### src/rtl/mpmp_fifo_pkg.sv
// rtl/mpmp_fifo_pkg.sv - shared helpers for the multi-push/multi-pop FIFO
package mpmp_fifo_pkg;

  // Modulo-d add for ptr < d and inc <= d; a single conditional subtract suffices.
  function automatic int unsigned wrap_add(input int unsigned ptr,
                                           input int unsigned inc,
                                           input int unsigned d);
    int unsigned sum;
    sum = ptr + inc;
    return (sum >= d) ? (sum - d) : sum;
  endfunction

  // Unsigned minimum, used for request clamping and capacity reporting.
  function automatic int unsigned min_u(input int unsigned a, input int unsigned b);
    return (a < b) ? a : b;
  endfunction

endpackage

### src/rtl/mpmp_fifo_ptr.sv
// rtl/mpmp_fifo_ptr.sv - modulo-D pointer register with increment and flush
module mpmp_fifo_ptr
  import mpmp_fifo_pkg::*;
#(
  parameter int unsigned D       = 16,
  parameter int unsigned MAX_INC = 2,
  parameter int unsigned INC_W   = 2,
  localparam int unsigned PW     = (D > 1) ? $clog2(D) : 1,
  // Wide enough to hold ptr + inc before the wrap compare.
  localparam int unsigned AW     = $clog2(D + MAX_INC) + 1
)(
  input  logic             clk,
  input  logic             rst_n,
  input  logic             flush,
  input  logic [INC_W-1:0] inc,
  output logic [PW-1:0]    ptr
);

  logic [AW-1:0] sum;
  logic [AW-1:0] wrapped;

  // Compare-and-subtract wrap; D need not be a power of two.
  always_comb begin
    sum     = AW'(ptr) + AW'(inc);
    wrapped = (sum >= AW'(D)) ? (sum - AW'(D)) : sum;
  end

  // Pointer register: flush dominates the increment.
  always_ff @(posedge clk or negedge rst_n) begin
    if (!rst_n) begin
      ptr <= '0;
    end else if (flush) begin
      ptr <= '0;
    end else begin
      ptr <= PW'(wrapped);
    end
  end

endmodule

### src/rtl/multi_push_multi_pop_fifo_v2.sv
// rtl/multi_push_multi_pop_fifo_v2.sv - any-depth multi-lane FIFO with clamping and sticky errors
module multi_push_multi_pop_fifo_v2
  import mpmp_fifo_pkg::*;
#(
  parameter int unsigned W  = 16,
  parameter int unsigned D  = 16,
  parameter int unsigned NI = 2,
  parameter int unsigned NO = 2,
  parameter int          AF = D - 2,
  parameter int          AE = 2,
  localparam int unsigned IW = $clog2(NI + 1),
  localparam int unsigned OW = $clog2(NO + 1),
  localparam int unsigned CW = $clog2(D + 1)
)(
  input  logic                   clk,
  input  logic                   rst_n,
  input  logic                   flush,
  input  logic [IW-1:0]          push,
  input  logic [NI-1:0][W-1:0]   push_data,
  input  logic [OW-1:0]          pop,
  output logic [NO-1:0][W-1:0]   pop_data,
  output logic [IW-1:0]          can_push,
  output logic [OW-1:0]          can_pop,
  output logic [CW-1:0]          count,
  output logic                   almost_full,
  output logic                   almost_empty,
  output logic                   overflow,
  output logic                   underflow,
  input  logic                   err_clr
);

  localparam int unsigned PW = (D > 1) ? $clog2(D) : 1;

  logic [PW-1:0] wr_ptr;
  logic [PW-1:0] rd_ptr;
  logic [IW-1:0] push_acc;
  logic [OW-1:0] pop_acc;
  logic          ovf_now;
  logic          unf_now;
  logic [W-1:0]  mem [D];

  // Capacity, flags and clamped counts come from registered occupancy only.
  always_comb begin
    can_push     = IW'(min_u(NI, D - 32'(count)));
    can_pop      = OW'(min_u(NO, 32'(count)));
    push_acc     = IW'(min_u(32'(push), 32'(can_push)));
    pop_acc      = OW'(min_u(32'(pop), 32'(can_pop)));
    almost_full  = (int'(count) >= AF);
    almost_empty = (int'(count) <= AE);
    // A flushed cycle ignores its requests, so they cannot raise errors.
    ovf_now      = !flush && (push > can_push);
    unf_now      = !flush && (pop > can_pop);
  end

  mpmp_fifo_ptr #(.D(D), .MAX_INC(NI), .INC_W(IW)) u_wr_ptr (
    .clk   (clk),
    .rst_n (rst_n),
    .flush (flush),
    .inc   (push_acc),
    .ptr   (wr_ptr)
  );

  mpmp_fifo_ptr #(.D(D), .MAX_INC(NO), .INC_W(OW)) u_rd_ptr (
    .clk   (clk),
    .rst_n (rst_n),
    .flush (flush),
    .inc   (pop_acc),
    .ptr   (rd_ptr)
  );

  // Write lanes: accepted lane i lands at wr_ptr + i, wrapped.
  always_ff @(posedge clk) begin
    for (int i = 0; i < int'(NI); i++) begin
      if (!flush && (i < int'(push_acc))) begin
        mem[PW'(wrap_add(32'(wr_ptr), i, D))] <= push_data[i];
      end
    end
  end

  // Read lanes: fall-through view of the NO oldest words.
  always_comb begin
    for (int j = 0; j < int'(NO); j++) begin
      pop_data[j] = mem[PW'(wrap_add(32'(rd_ptr), j, D))];
    end
  end

  // Occupancy: never underflows because pop_acc <= count.
  always_ff @(posedge clk or negedge rst_n) begin
    if (!rst_n) begin
      count <= '0;
    end else if (flush) begin
      count <= '0;
    end else begin
      count <= CW'(32'(count) + 32'(push_acc) - 32'(pop_acc));
    end
  end

  // Sticky error flags: a fresh error outranks err_clr.
  always_ff @(posedge clk or negedge rst_n) begin
    if (!rst_n) begin
      overflow  <= 1'b0;
      underflow <= 1'b0;
    end else begin
      overflow  <= (err_clr ? 1'b0 : overflow)  | ovf_now;
      underflow <= (err_clr ? 1'b0 : underflow) | unf_now;
    end
  end

endmodule

### config.mk
export PLATFORM = sky130hd
export DESIGN_NAME = multi_push_multi_pop_fifo_v2
export DESIGN_NICKNAME = d
export VERILOG_FILES = /design/src/rtl/mpmp_fifo_pkg.sv /design/src/rtl/mpmp_fifo_ptr.sv /design/src/rtl/multi_push_multi_pop_fifo_v2.sv
export SDC_FILE = /design/constraint.sdc
export NUM_CORES = 1
export LEC_CHECK = 0
export CAP_MARGIN = 10
export CORE_MARGIN = 2
export CORE_UTILIZATION = 60
export CTS_BUF_LIST = sky130_fd_sc_hd__clkbuf_4 sky130_fd_sc_hd__clkbuf_8
export CTS_CLUSTER_SIZE = 12
export DETAILED_ROUTE_END_ITERATION = 8
export PLACE_DENSITY = 0.9
export SETUP_SLACK_MARGIN = 0.05
export SLEW_MARGIN = 20
export SYNTH_ARGS = -nofsm -noshare
export SYNTH_HDL_FRONTEND = slang
export SYNTH_HIERARCHICAL = 1
export SYNTH_SLANG_ARGS = --single-unit
### constraint.sdc
create_clock -name clk -period 9.65 [get_ports clk]
set_input_delay 1.93 -clock clk [delete_from_list [all_inputs] [get_ports clk]]
set_output_delay 1.93 -clock clk [all_outputs]
set_load 0.02 [all_outputs]
# ---- Word-level counts from Yosys, hierarchy flattened
# Memory sizes are Yosys's and may differ from the RTL's.
# Index checks and enable logic that the tools add are counted.
dict set report totals {
  ff_bits 15
  mem_bits_rw 256
  input_bits 40
  output_inout_bits 45
  wordCells 61
  memories 1
}
dict set report op_classes {
  add_sub_neg 13
  magnitude_cmp 16
  mux 19
  n_bitwise 2
  n_reduce_logical 5
}
# memory words width rd rd_ports_with_merged_regs write_ports line
set mem_list {}
lappend mem_list {mem 16 16 2 0 2 multi_push_multi_pop_fifo_v2.sv:40} ;# logic [W-1:0] mem [D];
# cell count
set op_table {}
lappend op_table {{< comparator 2 x 32 -> 1 bit, first input constant} 1}
lappend op_table {{2-to-1 mux 4 bit} 8}
lappend op_table {{subtractor 4 x 1 -> 4 bit, second input constant} 6}
lappend op_table {{>= comparator 5 bit, second input constant} 4}
lappend op_table {{adder 4 x 1 -> 5 bit, second input constant} 2}
lappend op_table {{adder 4 x 2 -> 5 bit} 2}
lappend op_table {{>= comparator 4 x 5 -> 1 bit, second input constant} 2}
lappend op_table {{2-to-1 mux 2 bit} 4}
lappend op_table {{2-to-1 mux 1 bit} 6}
lappend op_table {{subtractor 5 x 5 -> 6 bit, first input constant} 1}
lappend op_table {{adder 5 x 2 -> 5 bit} 1}
lappend op_table {{>= comparator 5 x 4 -> 1 bit, second input constant} 1}
lappend op_table {{less-or-equal comparator 5 x 2 -> 1 bit, second input constant} 1}
lappend op_table {{< comparator 2 x 5 -> 1 bit, first input constant} 1}
lappend op_table {{2-to-1 mux 5 bit} 1}
lappend op_table {{subtractor 5 x 2 -> 5 bit} 1}
lappend op_table {{> comparator 2 bit} 2}
lappend op_table {{logical AND 1 bit} 4}
lappend op_table {{< comparator 1 x 2 -> 1 bit, first input constant} 2}
lappend op_table {{< comparator 2 bit} 2}
lappend op_table {{OR 1 bit} 2}
lappend op_table {{logical NOT 1 bit} 1}

# ---- Logic depth before layout (Yosys ltp)
dict set report logic_depth {
  word_depth 9
  ltp_mapped 21
  ltp_nobuf 21
}

# ---- Modules after synthesis
# Netlist, hierarchy kept.
# module instances cells_each area_per_inst_um2 seq_area_each_um2
set modules_own_cells {}
lappend modules_own_cells {multi_push_multi_pop_fifo_v2 1 924 15916.5 7862.5}
lappend modules_own_cells {mpmp_fifo_ptr 2 16 195.2 100.1}

# ---- Least setup slack after synthesis
# OpenSTA, ideal clock, no wires.
dict set report synth_timing {
  path_kind {input -> register}
  start {input push[1]}
  end {memory mem[1][0] (enable)}
  setup_ns 0.430
  arrival_ns 4.402
  required_ns 9.220
  path_slack_ns 4.818
  stages 6
  path_buffers 0
  cell_sequence {ha_1 nor2_1 nor2_1 o41ai_2 a31oi_2 nor4_1}
}
# element line
set synth_rtl {}
lappend synth_rtl {{start: declaration} multi_push_multi_pop_fifo_v2.sv:18} ;# input logic [IW-1:0] push,
lappend synth_rtl {{end: declaration} multi_push_multi_pop_fifo_v2.sv:40}

==> reports/results.txt <==
Pre-antenna DRT Iters: 5
initial antenna violation count: 3
Switching Fraction: 34.6%
CP bufs+invs: 3
fin. max-slew vios: 0
Max VDD drop: 0.000182 V
Longest Clk Path Bufs: 3
CP Max Fanout: 56
Max H-tree Level: 2
Rel. slew slack: 18.9%
Area Growth Syn to Fin: 12.2%
Die W: 169 um
Placed Cells: 1319
Synth area leader: edfxtp_1
Synth Instances: 956
outcome: completed
type of the worst min-delay path: flip-flop to flip-flop
Sequential Power Share: 33.3%
clock sink count: 271
core box area: 26800 um^2
final instance area: 18300 um^2
commonest cells after routing, fill and taps aside: 256 x edfxtp_1, 214 x mux2_2, 160 x mux4_2
fin nets: 1092
Crit path arrival time: 4.58 ns
Hold WS: 0.543 ns
fmax: 154 MHz
synth unique cells: 53
maximum number of pins on one net before global-route repair: 57
power density over cell area: 252 nW/um^2
Crit path largest cell delay: 0.78 ns
period utilization: 67.4%
total grt overflow: 0
crit-path cells: buf_4 > buf_4 > mux4_2 > mux4_2 > clkdlybuf4s50_1
dpl hpwl: 25800 um
Routed Antenna Nets: 0
RSZ-0062 raised after global routing: false
Worst Setup Slack, final: 3.14 ns
share of synthesized registers carrying an async set or reset: 5.54%
Residual DRC: 0
Die H: 169 um
Setup Fix Bufs, Post-CTS: 0
DR WL/cell: 31.0 um
first-pass GRT wire length: 64600 um
layout cell share with drive strength beyond 1: 48.7%
post-cts sizing count: 0
CTS tree: built
Placement Setup Slack: 3.72 ns
Skew-Pair Late Insertion Delay: 0.57 ns
M1 wire length: 15600 um
drt via density: 7.20
Max Used Layer: met5
total negative setup slack: 0 ns
leading post-synthesis cells by cell area: edfxtp_1 47%, mux4_2 22%, mux2_2 15%
IO Port Bufs: 84
maxcap violations: 0
Fin. Hold Viols: 0
Crit Path Class: flip-flop to output pin
Setup Skew: 0.0211 ns
Clock Pin Slew Worst Setup and Hold Paths: 0.06 ns
number of setup violations in the final report: 0
Comb pwr share: 45.9%
GRT Total Usage: 31.1%
Post-Syn Area per Cell: 17.1 um^2
cell row count: 60
NetSw: 0.00160 W
Post-CTS Hold Fix Bufs: 0
Initial Utilization: 60.8%
drt total wl: 43400 um
P_int: 0.00302 W
fin crit period: 6.51 ns
number of synthesized flops with an enable pin: 256
Req. time, crit path: 7.72 ns
CP endpoint kind: output pin
Leak: 5.94 nW
Seq/Total Area, Yosys: 49.4%
area of placed instances: 17400 um^2
Clock Root Buffer: clkbuf_8
Met3 Routed Length: 4320 um
number of global-route vias before repair: 10286
Slew @ Worst Pin: 1.21 ns
Worst path slowest cell: buf_4
die footprint: 28500 um^2
CP delay by family, top: buffers and inverters
Mapped Area: 16300 um^2
IO Pins: 85
commonest non-fill, non-tap cell in the layout: edfxtp_1
Synth Net Count: 1023
Synth Register Bits: 271
Ys Warns: 6
total vias in the final route: 10086
DR iter-0 viols: 1124
Non-Filler Instances: 1401
prevailing post-synth register cell: edfxtp_1
startpoint types: flip-flop
CTS Buf Count: 44
Clk network pwr share: 20.8%
wire length on met2: 21800 um
gpl congestion: 0.822
Synth top area share: 47.1%
==> worst paths after layout <==
check	startpoint	to	slack [ns]	cells past startpoint
worst max register to register	count[1]	mem[14][10]	5.46	12
worst min register to register	underflow	underflow	0.54	2
min in group asynchronous	rst_n	underflow	1.79	1
max in group asynchronous	rst_n	u_rd_ptr/ptr[0]	7.32	1
worst min-delay path	underflow	underflow	0.54	2
worst max-delay path	u_rd_ptr/ptr[0]	pop_data[31]	3.14	5
==> per-stage QoR <==
step           utilization, %  total power, W
6_report                 68.3         0.00462
5_1_grt                  68.2         0.00480
4_1_cts                  68.1         0.00461
3_5_place_dp             65.0         0.00366
3_3_place_gp             65.0         0.00360
2_1_floorplan               -         0.00301
==> cells by family (layout without fill, tap and decap cells) <==
logic type	Yosys count	after routing	synth area share, %
buffers and inverters	110	212	3.33
and+or+nand+nor	86	86	3.14
adders and majority gates	27	27	2.21
muxes	417	417	39.8
other	0	2	0
xor gates and xnor gates	8	8	0.522
AOI/OAI and AO/OA	37	37	1.51
DFF	271	271	49.4
==> layout make-up <==
class	instances	area (um^2)
antenna	2	5.00
clock buffer	62	759
clock inverter	17	72.6
fill	1705	8510
inverter	21	78.8
multi-input combinational	575	7800
sequential	271	8070
tap	341	427
timing repair buffer	112	1080
==> cell usage after synthesis (4+ instances only) <==
cell / n
buf_4: 12
o21ai_0: 5
nand3_1: 4
nor2_1: 21
ha_1: 24
edfxtp_1: 256
nor3_1: 6
buf_2: 26
mux2_2: 214
clkbuf_1: 41
xnor2_1: 5
a21oi_1: 14
inv_1: 19
mux2_1: 43
nand2_2: 6
dfrtp_1: 15
nand2_1: 13
mux4_2: 160
nor2b_1: 11
buf_6: 7
==> power by group through the flow <==
stage	sequential [W]	clock (W)	combinational, W
final	0.00154	0.000959	0.00212
after global routing	0.00155	0.00101	0.00223
after CTS	0.00154	0.000965	0.00211
after detailed placement	0.00156	0	0.00210
after global placement	0.00155	0	0.00204
after floorplan	0.00149	0	0.00152
==> worst register-to-register path, stage by stage (launching register included) <==
cell	delay, ns
dfrtp_1	0.50
inv_1	0.13
ha_1	0.23
nor3b_1	0.33
a21o_1	0.21
o211ai_1	0.09
ha_1	0.31
nor2_1	0.07
nor2_1	0.21
nor3_2	0.10
a211oi_1	0.91
a21oi_2	0.49
buf_4	0.35
==> state kept, by name (all words and copies together) (netlist names) <==
| signal | cells |
|---|---|
| mem | 256 |
| count | 5 |
| u_rd_ptr/ptr | 4 |
| overflow | 1 |
| underflow | 1 |
| u_wr_ptr/ptr | 4 |
==> per-layer routing <==
layer  global-route usage (%)  vias up
met4                     14.7        2
met5                        0        -
met2                     50.3      690
li1                         -     4068
met3                     6.73      139
met1                     40.8     5187
Note: power is estimated with default switching activity, not from simulation.
